## config.mk

```make
export PLATFORM = sky130hd
export DESIGN_NAME = rom_fetch_ctrl_flat
export DESIGN_NICKNAME = d
export VERILOG_FILES = /design/src/rtl/rom_fetch_ctrl_pkg.sv /design/src/rtl/rom_fetch_ctrl_if.sv /design/src/rtl/rom_fetch_ctrl_fifo.sv /design/src/rtl/rom_fetch_ctrl.sv /design/src/flat_wrapper.sv
export SDC_FILE = /design/constraint.sdc
export NUM_CORES = 1
export LEC_CHECK = 0
export CELL_PAD_IN_SITES_DETAIL_PLACEMENT = 2
export CELL_PAD_IN_SITES_GLOBAL_PLACEMENT = 2
export CORE_ASPECT_RATIO = 1.5
export CORE_MARGIN = 2
export CORE_UTILIZATION = 37
export CTS_CLUSTER_SIZE = 12
export DETAILED_ROUTE_END_ITERATION = 12
export GPL_TIMING_DRIVEN = 0
export MAX_ROUTING_LAYER = met4
export PLACE_DENSITY = 0.9
export SYNTH_ARGS = -nofsm -noshare
export SYNTH_HDL_FRONTEND = slang
export SYNTH_SLANG_ARGS = --single-unit
```

## constraint.sdc

```tcl
create_clock -name clk -period 4.15 [get_ports clk]
set_input_delay 0.6225 -clock clk [delete_from_list [all_inputs] [get_ports clk]]
set_output_delay 0.6225 -clock clk [all_outputs]
set_load 0.1 [all_outputs]
```

## src/rtl/rom_fetch_ctrl_pkg.sv

```systemverilog
// Shared types and default sizing for the program-ROM fetch sequencer.
package fetch_pkg;

    typedef enum logic [1:0] {
        IDLE  = 2'd0,
        FETCH = 2'd1,
        DRAIN = 2'd2
    } fetch_state_e;

    localparam int DEF_ADDR_W    = 4;
    localparam int DEF_DATA_W    = 4;
    localparam int DEF_READ_LAT  = 1;
    localparam int DEF_BUF_DEPTH = 2;

endpackage

```

## src/rtl/rom_fetch_ctrl_if.sv

```systemverilog
// ROM read port plus the instruction valid/ready stream toward the decoder.
interface rom_fetch_ctrl_if #(
    parameter int ADDR_W = 4,
    parameter int DATA_W = 4
);
    logic              rom_en;
    logic [ADDR_W-1:0] rom_addr;
    logic [DATA_W-1:0] rom_data;
    logic              instr_valid;
    logic              instr_ready;
    logic [DATA_W-1:0] instr_data;
    logic [ADDR_W-1:0] instr_pc;

    modport master (
        output rom_en, rom_addr, instr_valid, instr_data, instr_pc,
        input  rom_data, instr_ready
    );

    modport slave (
        input  rom_en, rom_addr, instr_valid, instr_data, instr_pc,
        output rom_data, instr_ready
    );
endinterface

```

## src/rtl/rom_fetch_ctrl_fifo.sv

```systemverilog
// Synchronous FIFO holding fetched {data, pc} words; flush beats push and pop.
module fetch_fifo #(
    parameter int WIDTH = 8,
    parameter int DEPTH = 2,
    localparam int CNT_W = $clog2(DEPTH + 1),
    localparam int PTR_W = (DEPTH > 1) ? $clog2(DEPTH) : 1
) (
    input  logic             clk,
    input  logic             reset,
    input  logic             push,
    input  logic [WIDTH-1:0] push_data,
    input  logic             pop,
    input  logic             flush,
    output logic             full,
    output logic             empty,
    output logic [CNT_W-1:0] count,
    output logic [WIDTH-1:0] head_data
);
    logic [WIDTH-1:0] mem [DEPTH];
    logic [PTR_W-1:0] rd_ptr, wr_ptr;
    logic             do_push, do_pop;

    function automatic logic [PTR_W-1:0] ptr_inc(input logic [PTR_W-1:0] p);
        return (p == PTR_W'(DEPTH - 1)) ? '0 : p + 1'b1;
    endfunction

    assign empty     = (count == '0);
    assign full      = (count == CNT_W'(DEPTH));
    assign do_pop    = pop && !empty;
    // A pop in the same cycle frees the slot a push into a full FIFO needs.
    assign do_push   = push && (!full || do_pop);
    assign head_data = mem[rd_ptr];

    always_ff @(posedge clk or negedge reset) begin
        if (!reset) begin
            rd_ptr <= '0;
            wr_ptr <= '0;
            count  <= '0;
            for (int i = 0; i < DEPTH; i++) mem[i] <= '0;
        end else if (flush) begin
            rd_ptr <= '0;
            wr_ptr <= '0;
            count  <= '0;
        end else begin
            if (do_push) begin
                mem[wr_ptr] <= push_data;
                wr_ptr      <= ptr_inc(wr_ptr);
            end
            if (do_pop) rd_ptr <= ptr_inc(rd_ptr);
            if (do_push && !do_pop)      count <= count + 1'b1;
            else if (!do_push && do_pop) count <= count - 1'b1;
        end
    end
endmodule

```

## src/rtl/rom_fetch_ctrl.sv

```systemverilog
// Program-ROM fetch sequencer: PC, read issue with credit, latency tracking, jump squash.
//   state | meaning
//   IDLE  | stopped, nothing in flight
//   FETCH | issuing reads whenever buffer credit allows
//   DRAIN | stopped, waiting for in-flight reads to land
module rom_fetch_ctrl
    import fetch_pkg::*;
#(
    parameter int ADDR_W    = DEF_ADDR_W,
    parameter int DATA_W    = DEF_DATA_W,
    parameter int READ_LAT  = DEF_READ_LAT,
    parameter int BUF_DEPTH = DEF_BUF_DEPTH
) (
    input  logic              clk,
    input  logic              reset,
    input  logic              run,
    input  logic              jump_valid,
    input  logic [ADDR_W-1:0] jump_addr,
    output logic              busy,
    rom_fetch_ctrl_if.master  bus
);
    localparam int CW = 16;
    localparam int FW = $clog2(BUF_DEPTH + 1);
    localparam int PW = DATA_W + ADDR_W;

    fetch_state_e      state, state_nxt;
    logic [ADDR_W-1:0] pc;
    logic [READ_LAT-1:0] sr_v;
    logic [ADDR_W-1:0] sr_pc [READ_LAT];

    logic [CW-1:0] inflight, inflight_nxt;
    logic [FW-1:0] fifo_count;
    logic          fifo_full, fifo_empty;
    logic          pop, push, issue, credit_ok, busy_nxt;
    logic [PW-1:0] head;

    always_comb begin
        inflight = '0;
        for (int i = 0; i < READ_LAT; i++) inflight = inflight + CW'(sr_v[i]);
    end

    assign pop  = bus.instr_valid && bus.instr_ready;
    assign push = sr_v[READ_LAT-1] && !jump_valid;

    // Every outstanding read must already own a buffer slot when it lands.
    assign credit_ok = (inflight + CW'(fifo_count) - CW'(pop)) < CW'(BUF_DEPTH);
    assign issue     = (state == FETCH) && !jump_valid && credit_ok;

    assign bus.rom_en   = issue;
    assign bus.rom_addr = pc;

    assign inflight_nxt = jump_valid ? '0
                        : inflight - CW'(sr_v[READ_LAT-1]) + CW'(issue);

    always_comb begin
        state_nxt = state;
        if (!jump_valid) begin
            case (state)
                IDLE:    if (run) state_nxt = FETCH;
                FETCH:   if (!run) state_nxt = (inflight_nxt != '0) ? DRAIN : IDLE;
                DRAIN:   if (run) state_nxt = FETCH;
                         else if (inflight_nxt == '0) state_nxt = IDLE;
                default: state_nxt = IDLE;
            endcase
        end
    end

    assign busy_nxt = (state_nxt != IDLE) || (inflight_nxt != '0);

    always_ff @(posedge clk or negedge reset) begin
        if (!reset) begin
            state <= IDLE;
            pc    <= '0;
            sr_v  <= '0;
            busy  <= 1'b0;
            for (int i = 0; i < READ_LAT; i++) sr_pc[i] <= '0;
        end else begin
            state <= state_nxt;
            busy  <= busy_nxt;
            if (jump_valid)  pc <= jump_addr;
            else if (issue) pc <= pc + 1'b1;
            for (int i = READ_LAT - 1; i > 0; i--) begin
                sr_v[i]  <= sr_v[i-1];
                sr_pc[i] <= sr_pc[i-1];
            end
            sr_v[0]  <= issue;
            sr_pc[0] <= pc;
            if (jump_valid) sr_v <= '0;
        end
    end

    fetch_fifo #(.WIDTH(PW), .DEPTH(BUF_DEPTH)) u_fifo (
        .clk       (clk),
        .reset     (reset),
        .push      (push),
        .push_data ({bus.rom_data, sr_pc[READ_LAT-1]}),
        .pop       (pop),
        .flush     (jump_valid),
        .full      (fifo_full),
        .empty     (fifo_empty),
        .count     (fifo_count),
        .head_data (head)
    );

    assign bus.instr_valid = !fifo_empty;
    assign {bus.instr_data, bus.instr_pc} = head;

    a_no_overflow: assert property (@(posedge clk) disable iff (!reset)
        !(push && fifo_full && !pop));
endmodule

```

## src/flat_wrapper.sv

```systemverilog
// flat-port wrapper written by rule: the top's interface ports become plain ports
module rom_fetch_ctrl_flat import fetch_pkg::*;
#(
    parameter int ADDR_W    = DEF_ADDR_W,
    parameter int DATA_W    = DEF_DATA_W,
    parameter int READ_LAT  = DEF_READ_LAT,
    parameter int BUF_DEPTH = DEF_BUF_DEPTH
)
  (clk, reset, run, jump_valid, jump_addr, busy, bus_rom_en, bus_rom_addr, bus_instr_valid, bus_instr_data, bus_instr_pc, bus_rom_data, bus_instr_ready);
  rom_fetch_ctrl_if #(.ADDR_W(ADDR_W), .DATA_W(DATA_W)) bus_i ();
  input  logic clk;
  input  logic reset;
  input  logic run;
  input  logic jump_valid;
  input  logic [ADDR_W-1:0] jump_addr;
  output logic busy;
  output wire logic [$bits(bus_i.rom_en)-1:0] bus_rom_en;
  output wire logic [$bits(bus_i.rom_addr)-1:0] bus_rom_addr;
  output wire logic [$bits(bus_i.instr_valid)-1:0] bus_instr_valid;
  output wire logic [$bits(bus_i.instr_data)-1:0] bus_instr_data;
  output wire logic [$bits(bus_i.instr_pc)-1:0] bus_instr_pc;
  input wire logic [$bits(bus_i.rom_data)-1:0] bus_rom_data;
  input wire logic [$bits(bus_i.instr_ready)-1:0] bus_instr_ready;
  assign bus_rom_en = bus_i.rom_en;
  assign bus_rom_addr = bus_i.rom_addr;
  assign bus_instr_valid = bus_i.instr_valid;
  assign bus_instr_data = bus_i.instr_data;
  assign bus_instr_pc = bus_i.instr_pc;
  assign bus_i.rom_data = bus_rom_data;
  assign bus_i.instr_ready = bus_instr_ready;
  rom_fetch_ctrl #(.ADDR_W(ADDR_W), .DATA_W(DATA_W), .READ_LAT(READ_LAT), .BUF_DEPTH(BUF_DEPTH)) u_core (.clk(clk), .reset(reset), .run(run), .jump_valid(jump_valid), .jump_addr(jump_addr), .busy(busy), .bus(bus_i));
endmodule
```

# After elaboration in Yosys (flattened, before gate mapping)

Index checks and enable logic that the tools add are counted.

Logic and storage cells: 81
Input port bits: 13
Output and inout port bits: 15
RAM bits: 0
ROM bits: 0
Memories: 0
Bits in registers: 32
Bits in latches: 0

Add/sub/neg operators: 9
$mul: 0
Reductions and logical operators: 26
Bitwise gates (word level): 3
Magnitude comparators: 4
Div/mod/pow operators: 0
Equality and inequality tests: 3
Mux-type cells: 26
Shift operators: 0

Operators by type and width:

| kind                  | count |
|---|---|
| $mux W8               | 4 |
| $mux W2               | 9 |
| $add A16 B1 Y16       | 1 |
| $bwmux W16            | 1 |
| $logic_not A16 Y1     | 1 |
| $lt A16 B2 Y1 const B | 1 |
| $mux W16              | 1 |
| $reduce_bool A16 Y1   | 1 |
| $sub A16 B1 Y16       | 1 |
| $logic_and A1 B1 Y1   | 9 |
| $demux W8 S1          | 1 |
| $mux W4               | 2 |
| $reduce_bool A2 Y1    | 4 |
| $mux W1               | 7 |
| $pmux W2 S3           | 1 |
| $logic_not A1 Y1      | 5 |
| $add A4 B1 Y4 const B | 1 |
| $eq A2 B2 Y1 const B  | 2 |
| $ge A2 B2 Y1 const B  | 2 |
| $logic_not A2 Y1      | 2 |
| $not A1 Y2            | 2 |
| $add A1 B2 Y3         | 1 |
| $reduce_bool A3 Y1    | 1 |
| $add A1 B1 Y1 const B | 2 |
| other kinds (8)       | 9 |

# Depth between registers and ports, before layout

Gate-level depths: netlist of the first run.

Word-level depth: 15
Mapped depth: 10
Gate-level depth less buffers: 10

# Hierarchy

A second synthesis of the first run with hierarchy kept.

Cells, all modules: 119
Area total of the unflattened synthesis: 1,526.5 um^2

By module, submodules not included:

| module         | times used | area each (um^2) | cells each | seq. area each (um^2) |
|---|---|---|---|---|
| fetch_fifo     | 1          | 944.7            | 68         | 500.5 |
| rom_fetch_ctrl | 1          | 581.8            | 51         | 300.3 |

# Least setup slack after synthesis of the first run

Ideal clock, no wire load.

Path type: register to output
Start point: reg u_core.sr_v
End point: out bus_rom_en
Data required time: 3,527 ps
Path slack: 186 ps
Cell stages (with the launch flop): 10
Data arrival time: 3,342 ps
Path buffers: 0
Path through: dfrtp_1 -> ha_1 -> inv_1 -> ha_1 -> inv_1 -> ha_1 -> ha_1 -> nor3b_1 -> nand3b_1 -> a21oi_1

Cells in the longest elaborated chain, start to end: 4

RTL lines:

| what                            | RTL line             | text |
|---|---|---|
| start, declared                 | rom_fetch_ctrl.sv:28 | `logic [READ_LAT-1:0] sr_v;` |
| start signal, assigned by index | rom_fetch_ctrl.sv:83 | `sr_v[i] <= sr_v[i-1];` |
| $add A1 B2 Y3                   | rom_fetch_ctrl.sv:46 | `assign credit_ok = (inflight + CW'(fifo_count) - CW'(pop)) < CW'(BUF_DEPTH);` |
| $sub A16 B1 Y16                 | rom_fetch_ctrl.sv:46 |  |
| $lt A16 B2 Y1                   | rom_fetch_ctrl.sv:46 |  |
| $logic_and A1 B1 Y1             | rom_fetch_ctrl.sv:47 | `assign issue = (state == FETCH) && !jump_valid && credit_ok;` |
| end, declared                   | flat_wrapper.sv:17   | `output wire logic [$bits(bus_i.rom_en)-1:0] bus_rom_en;` |

No other way between the ends.

# Worst setup path in the final report of the first run

Start point: in bus_instr_ready
End point: out bus_rom_en

Cells in the longest elaborated chain, start to end: 4

RTL lines:

| what                | RTL line             | text |
|---|---|---|
| start, declared     | flat_wrapper.sv:23   | `input wire logic [$bits(bus_i.instr_ready)-1:0] bus_instr_ready;` |
| $logic_and A1 B1 Y1 | rom_fetch_ctrl.sv:42 | `assign pop = bus.instr_valid && bus.instr_ready;` |
| $sub A16 B1 Y16     | rom_fetch_ctrl.sv:46 |  |
| $lt A16 B2 Y1       | rom_fetch_ctrl.sv:46 |  |
| $logic_and A1 B1 Y1 | rom_fetch_ctrl.sv:47 |  |

No other way between the ends.

==> results of run 1 <==
where the power goes:
| group | internal [mW] | switching, mW | leakage (nW) | total [mW] |
|---|---|---|---|---|
| clock network | 0.212 | 0.119 | 0.0645 | 0.331 |
| registers | 0.394 | 0.0552 | 0.398 | 0.449 |
| logic | 0.201 | 0.457 | 0.447 | 0.658 |
cells in the final DEF (no fill, tap or decap), types with 3 or more instances in the layout:
cell type / Yosys / routed
a21oi_1: 5 / 5
mux2_4: 8 / 8
ha_1: 7 / 7
nand2_1: 5 / 5
a22o_1: 3 / 3
clkdlybuf4s50_1: 0 / 25
inv_1: 8 / 8
mux2_2: 16 / 16
clkbuf_1: 3 / 3
dfrtp_1: 32 / 32
nor2_1: 5 / 5
o21ai_0: 4 / 4
nor2b_1: 3 / 3
nand3_1: 6 / 6
clkbuf_8: 0 / 7
area by class of cell:
class | instances | area [um2]
clock buffers | 7 | 96.34
inverters | 8 | 30.03
multi-input cells | 88 | 765.7
well taps | 46 | 57.56
flip-flops and latches | 32 | 800.8
fillers | 416 | 2140
clock inverters | 1 | 30.03
plain buffers | 5 | 26.28
repair buffers | 27 | 262.8
repair_timing:
| item | 4_1_cts | 5_1_grt |
|---|---|---|
| gates resized for setup | 5 | 1 |
| endpoints found under the setup margin | 1 | 1 |
| gates cloned | 0 | 0 |
| pin swaps | 0 | 0 |
flip-flops by register name, summed over array words and instances, names as in the netlist:
name and count:
u_core.bus.rom_addr 4, u_core.busy 1, u_core.sr_pc 4, u_core.sr_v 1
u_core.state 2, u_core.u_fifo.count 2, u_core.u_fifo.mem 16, u_core.u_fifo.rd_ptr 1
u_core.u_fifo.wr_ptr 1
cell families (layout without fill, tap and decap cells):
family,after synthesis,count (layout)
mux,24,24
xor+xnor,2,2
simple gates,30,30
flops,32,32
buf+inv,13,48
fa+ha+maj,8,8
compound gates,24,24
path summary, 6_finish.rpt:
path                                                      end  slack (ns)  cells after the start
min reg2reg                         u_core.sr_pc[3]$_DFF_PN0_        0.46                      0
min                        u_core.u_fifo.count[0]$_DFFE_PN0P_        0.39                      1
max reg2reg                u_core.bus.rom_addr[1]$_DFFE_PN0P_        1.30                     10
min in group clk                    u_core.sr_pc[3]$_DFF_PN0_        0.46                      0
max                                                bus_rom_en        0.19                      9
max in group asynchronous   u_core.u_fifo.mem[12]$_DFFE_PN0P_        3.29                      1
metal layers:
| layer | vias up | track usage [%] | share of wire [%] |
|---|---|---|---|
| met5 | - | - | 0 |
| met4 | 0 | 10.15 | 2.5 |
| met3 | 10 | 2.896 | 2.9 |
| met2 | 28 | 36.05 | 57 |
| met1 | 612 | 20.63 | 38 |
| li1 | 539 | - | - |
through the flow:
step                hold WS (ns)  std cells  setup WS (ns)  power (mW)  util [%]
finish                    0.3900        214         0.1866       1.438     49.17
global route              0.4555        214       0.001567       1.494     49.17
floorplan                 0.3269        133         0.1859      0.9583         -
CTS                       0.4562        214        0.08352       1.452     49.23
global placement          0.4128        206        -0.4527       1.088     46.34
detailed placement        0.4432        206        -0.6115       1.115     46.34
critical path, cell delays in order:
cell and delay (ns):
clkdlybuf4s50_1 0.52, o21ai_0 0.27, nor2_1 0.17, ha_1 0.25, ha_1 0.18, nor3b_1 0.20
nand3b_1 0.35, a21oi_1 0.36, clkbuf_4 0.40
==> results.ini, run 1 <==
[sta]
tightest_slew_ns=0.9730
fin_tns_setup_ns=0
fin_crit_ns=3.963
setup_viol=0
slew-limit-headroom_pct=34.93
clock.fmax_ghz=0.2523
finalHoldViolCount=0
fin_skew_ns=0.008083
rsz0062_at_grt=false
period_share_pct=95.50
finalMaxSlewViolations=0

[clock_network]
htree_num_levels=2
root_buffer=clkbuf_8
clockBufferDepth=2
insertion_delay_ns=0.29
cts_tree=done
cts_setup_buffers=0
cts_hold_buffers=0
cts_made_buffers=5
path_clk_slew_ns=0.07
cts.sinks=32

[synth]
yosysWarnings=0
syn_area_per_cell_um2=12.20
synthCells=133
synth_nets=154
synth_ff_type=dfrtp_1
synth_area_um2=1623
synth-xor-area-share_pct=1.079
synth_seq_cells=32
yosysSeqAreaShare_pct=49.34
synthArstFlopShare_pct=100.0
muxShareOfSynthArea_pct=18.50
synth_top_family_by_area=multiplexers
synth_top_area_share_pct=49.34
synth_edf_count=0
synth_compound_area_share_pct=10.87
synth_top_cells_by_count=dfrtp_1, mux2_2, inv_1, mux2_4, ha_1
synth_area_leaders=dfrtp_1, mux2_2, mux2_4
synth.distinct_cells=33
yosys.area_share.simple_pct=10.10
yosysMostFrequentCell=dfrtp_1
yosys.area_share.adder_pct=6.631
yosysTopAreaCell=dfrtp_1

[drt]
wl_per_cell_um=19.67
drt_iter0_drc=47
vias=1189
firstDrtPassIters=3
post-route-drc-count=0
antenna_left=0
viasPerCell=5.556
drt-total-wl_um=4209

[flow_run]
drv_cap=0

[finish]
syn_to_final_growth_pct=27.52
stdcell_area_um2=2069
n_antenna_cell=0
finalNetCount=188
drive_gt1_share_pct=23.21

[place]
placedInstanceArea_um2=1951
portBuffers=27
globalplace.congestion=0.7055
hpwl_um=2913

[worst_setup_path]
cp.arrival_ns=3.34
worst_setup_path_end_kind=primary output
critPathKind=input pin to primary output
crit_start=bus_instr_ready
start_kind=input pin
crit-reg2reg-launch=u_core.sr_v$_DFF_PN0_
path_max_fanout=10
worstPathRequired_ns=3.53

[min_path]
holdCritPathClass=input pin to async pin

[global_routing]
grt_usage_pct=20.10
grt_max_degree=33
grt_pass1_vias=1445
grt_overflow=0
grt_antenna_before_repair=0
grt_first_pass_wirelength_um=7203

[pwr]
leakagePower_nw=0.9088
p_per_area_nw_per_um2=694.8
max-vdd-ir-drop_mv=0.5729

[status]
outcome=finished, final reports clean

[floorplanning]
dieArea_um2=4943
chipHeight_um=85.11
die_w_um=58.08
std_cell_rows=29
coreArea_um2=4209
pin_count=28
start_util_pct=38.56

No activity file was read; power rests on OpenSTA's default activity.
==> run 2, diff against run 1 <==
--- a/config.mk
+++ b/config.mk
@@ -9,12 +9,13 @@
 export CELL_PAD_IN_SITES_GLOBAL_PLACEMENT = 2
 export CORE_ASPECT_RATIO = 1.5
 export CORE_MARGIN = 2
-export CORE_UTILIZATION = 37
-export CTS_CLUSTER_SIZE = 12
+export CORE_UTILIZATION = 31
+export CTS_CLUSTER_SIZE = 14
 export DETAILED_ROUTE_END_ITERATION = 12
 export GPL_TIMING_DRIVEN = 0
 export MAX_ROUTING_LAYER = met4
-export PLACE_DENSITY = 0.9
+export PLACE_DENSITY = 0.81
+export SLEW_MARGIN = 20
 export SYNTH_ARGS = -nofsm -noshare
 export SYNTH_HDL_FRONTEND = slang
 export SYNTH_SLANG_ARGS = --single-unit
==> constraint.sdc (replaced) <==
create_clock -name clk -period 3.32 [get_ports clk]
set_input_delay 0.498 -clock clk [delete_from_list [all_inputs] [get_ports clk]]
set_output_delay 0.498 -clock clk [all_outputs]
set_load 0.1 [all_outputs]
==> run 2 against run 1 <==
Against the previous run: final cell count up 11%; setup slack worse by 0.035 ns; wire length up 2.4%; count of clock-buffer cells in the layout down 2; critical endpoint unchanged; largest power group unchanged; highest routed layer unchanged.
==> results.ini, run 2 (same netlist as run 1, synthesis figures left out) <==
[global_routing]
grt_usage_pct=17.13  ; -3.0 points
grt_antenna_before_repair=0  ; unchanged
grt_overflow=0  ; unchanged
grt_pass1_vias=1392  ; -3.7%
grt_first_pass_wirelength_um=7389  ; +2.6%
grt_max_degree=33  ; unchanged

[place]
hpwl_um=3050  ; +4.7%
portBuffers=27  ; unchanged
globalplace.congestion=0.7369  ; +4.5%
post-place-ws_ns=-1.092  ; -0.4810 ns

[floorplanning]
chipHeight_um=92.62  ; +8.8%
std_cell_rows=32  ; +10%
pin_count=28  ; unchanged
start_util_pct=31.91  ; -6.6 points
coreArea_um2=5085  ; +21%
dieArea_um2=5842  ; +18%
die_w_um=63.08  ; +8.6%

[clock_network]
cts_tree=done
cts_made_buffers=5  ; unchanged
cts.sinks=32  ; unchanged
root_buffer=clkbuf_8
cts_hold_buffers=0  ; unchanged
insertion_delay_ns=0.29  ; about the same
path_clk_slew_ns=0.08  ; about the same
clockBufferDepth=2  ; unchanged
htree_num_levels=2  ; unchanged

[finish]
finalNetCount=189  ; +0.53%
fillers=540  ; +30%
layout_common_cells=dfrtp_1, clkdlybuf4s50_1, mux2_2
syn_to_final_growth_pct=29.38
top_register=u_core.u_fifo.mem
final_util_pct=41.29  ; -7.9 points
final_common_cell=dfrtp_1
largest_reg_flops=16  ; unchanged
drive_gt1_share_pct=25.44  ; +2.2 points
n_antenna_cell=0  ; unchanged

[worst_setup_path]
critPathKind=input pin to primary output
cp.arrival_ns=2.67  ; -0.67 ns
path_max_fanout=6  ; -4
worst_setup_path_end_kind=primary output
worstPathRequired_ns=2.82  ; -0.71 ns
start_kind=input pin
reg2reg_depth=11  ; +1

[pwr]
combPwrFrac_pct=47.1  ; +1.4 points
leakagePower_nw=0.9008  ; -0.88%
p_seq_share_pct=31.7  ; +0.5 points
swShare_pct=45.45  ; +1.6 points
max-vdd-ir-drop_mv=0.3629  ; -37%
finalPower_mw=1.777  ; +24%
p_switching_mw=0.8076  ; +28%
p_per_area_nw_per_um2=846.3  ; +22%
clockPowerShare_pct=21.2  ; -1.8 points
power.internal_mw=0.9693  ; +20%

[status]
outcome=finished, final reports clean

[drt]
drt-total-wl_um=4312  ; +2.4%
firstDrtPassIters=4  ; +1
drt_iter0_drc=33  ; -30%
vias=1175  ; -1.2%
viasPerCell=4.958  ; -11%
post-route-drc-count=0  ; unchanged
wl_per_cell_um=18.19  ; -7.5%
antenna_left=0  ; unchanged

[sta]
holdWs_ns=0.2525  ; -0.1375 ns
rsz0062_at_grt=false
tightest_slew_ns=1.000  ; +0.02742 ns
timing.final.ws_setup_ns=0.1515  ; -0.03516 ns
finalMaxSlewViolations=0  ; unchanged
finalHoldViolCount=0  ; unchanged
clock.fmax_ghz=0.3156
slew-limit-headroom_pct=33.10  ; -1.8 points
fin_crit_ns=3.169
fin_tns_setup_ns=0  ; unchanged
setup_viol=0  ; unchanged
period_share_pct=95.44
fin_skew_ns=0.01236  ; +0.004277 ns

[flow_run]
drv_cap=0  ; unchanged

[min_path]
holdCritPathClass=input pin to async pin

-- run 2: cell types whose count changed in the layout (fill, tap and decap cells not counted), sizes merged --
cell,before,now
clkinvlp,0,1
clkbuf,11,8
buf,3,5
clkinv,0,1
-- run 2: metrics by stage --
stage               instances  area, um2
finish                    237       2100
global route              237       2100
CTS                       237       2093
detailed placement        228       1977
global placement          228       1982
floorplan                 133       1627
-- run 2: path summary, 6_finish.rpt --
path,start,to,slack [ns]
hold / removal,reset,u_core.u_fifo.mem[4]$_DFFE_PN0P_,0.25
setup / recovery,bus_instr_ready,bus_rom_en,0.15
min in group clk,u_core.bus.rom_addr[3]$_DFFE_PN0P_,u_core.sr_pc[3]$_DFF_PN0_,0.42
setup reg to reg,u_core.sr_v$_DFF_PN0_,u_core.bus.rom_addr[1]$_DFFE_PN0P_,0.66
max in group asynchronous,reset,u_core.sr_v$_DFF_PN0_,2.56
hold reg to reg,u_core.bus.rom_addr[3]$_DFFE_PN0P_,u_core.sr_pc[3]$_DFF_PN0_,0.42
-- run 2: critical path, stage by stage --
cell	delay, ns
clkdlybuf4s50_1	0.53
o21ai_0	0.25
nor2_1	0.15
ha_1	0.25
ha_1	0.19
nor3b_1	0.20
nand3b_1	0.15
a21oi_2	0.21
buf_6	0.25
-- run 2: layout make-up --
cell class	count	area [um2]	share of cell area [%]
plain buffers	5	26.28	1.251
inverters	8	30.03	1.430
repair buffers	28	274.0	13.05
clock inverters	3	42.54	2.026
multi-input cells	88	769.5	36.65
well taps	68	85.08	4.052
clock buffers	5	68.82	3.278
flip-flops and latches	32	803.3	38.26
-- run 2: power groups by stage --
stage	Combinational [mW]	Clock, mW	Sequential (mW)
after detailed placement	0.832	0	0.570
after CTS	0.843	0.387	0.564
final	0.837	0.377	0.563
after global placement	0.809	0	0.554
after floorplan	0.576	0	0.623
after global routing	0.870	0.403	0.578
-- run 2: timing repair --
item                                   CTS  global route
setup endpoints to repair                1             1
pin swaps                                1             0
endpoints found under the hold margin    0             0
gates resized for setup                  6             3
setup buffers                            1             0
-- run 2: per-layer routing --
metal / wire, um / up-vias / share of wire (%) / global-route usage [%]
met5: 0 / - / 0 / -
li1: - / 537 / - / -
met3: 128 / 6 / 3.0 / 3.888
met4: 80 / 0 / 1.9 / 7.222
met1: 1620 / 610 / 38 / 17.33
met2: 2481 / 22 / 58 / 31.29
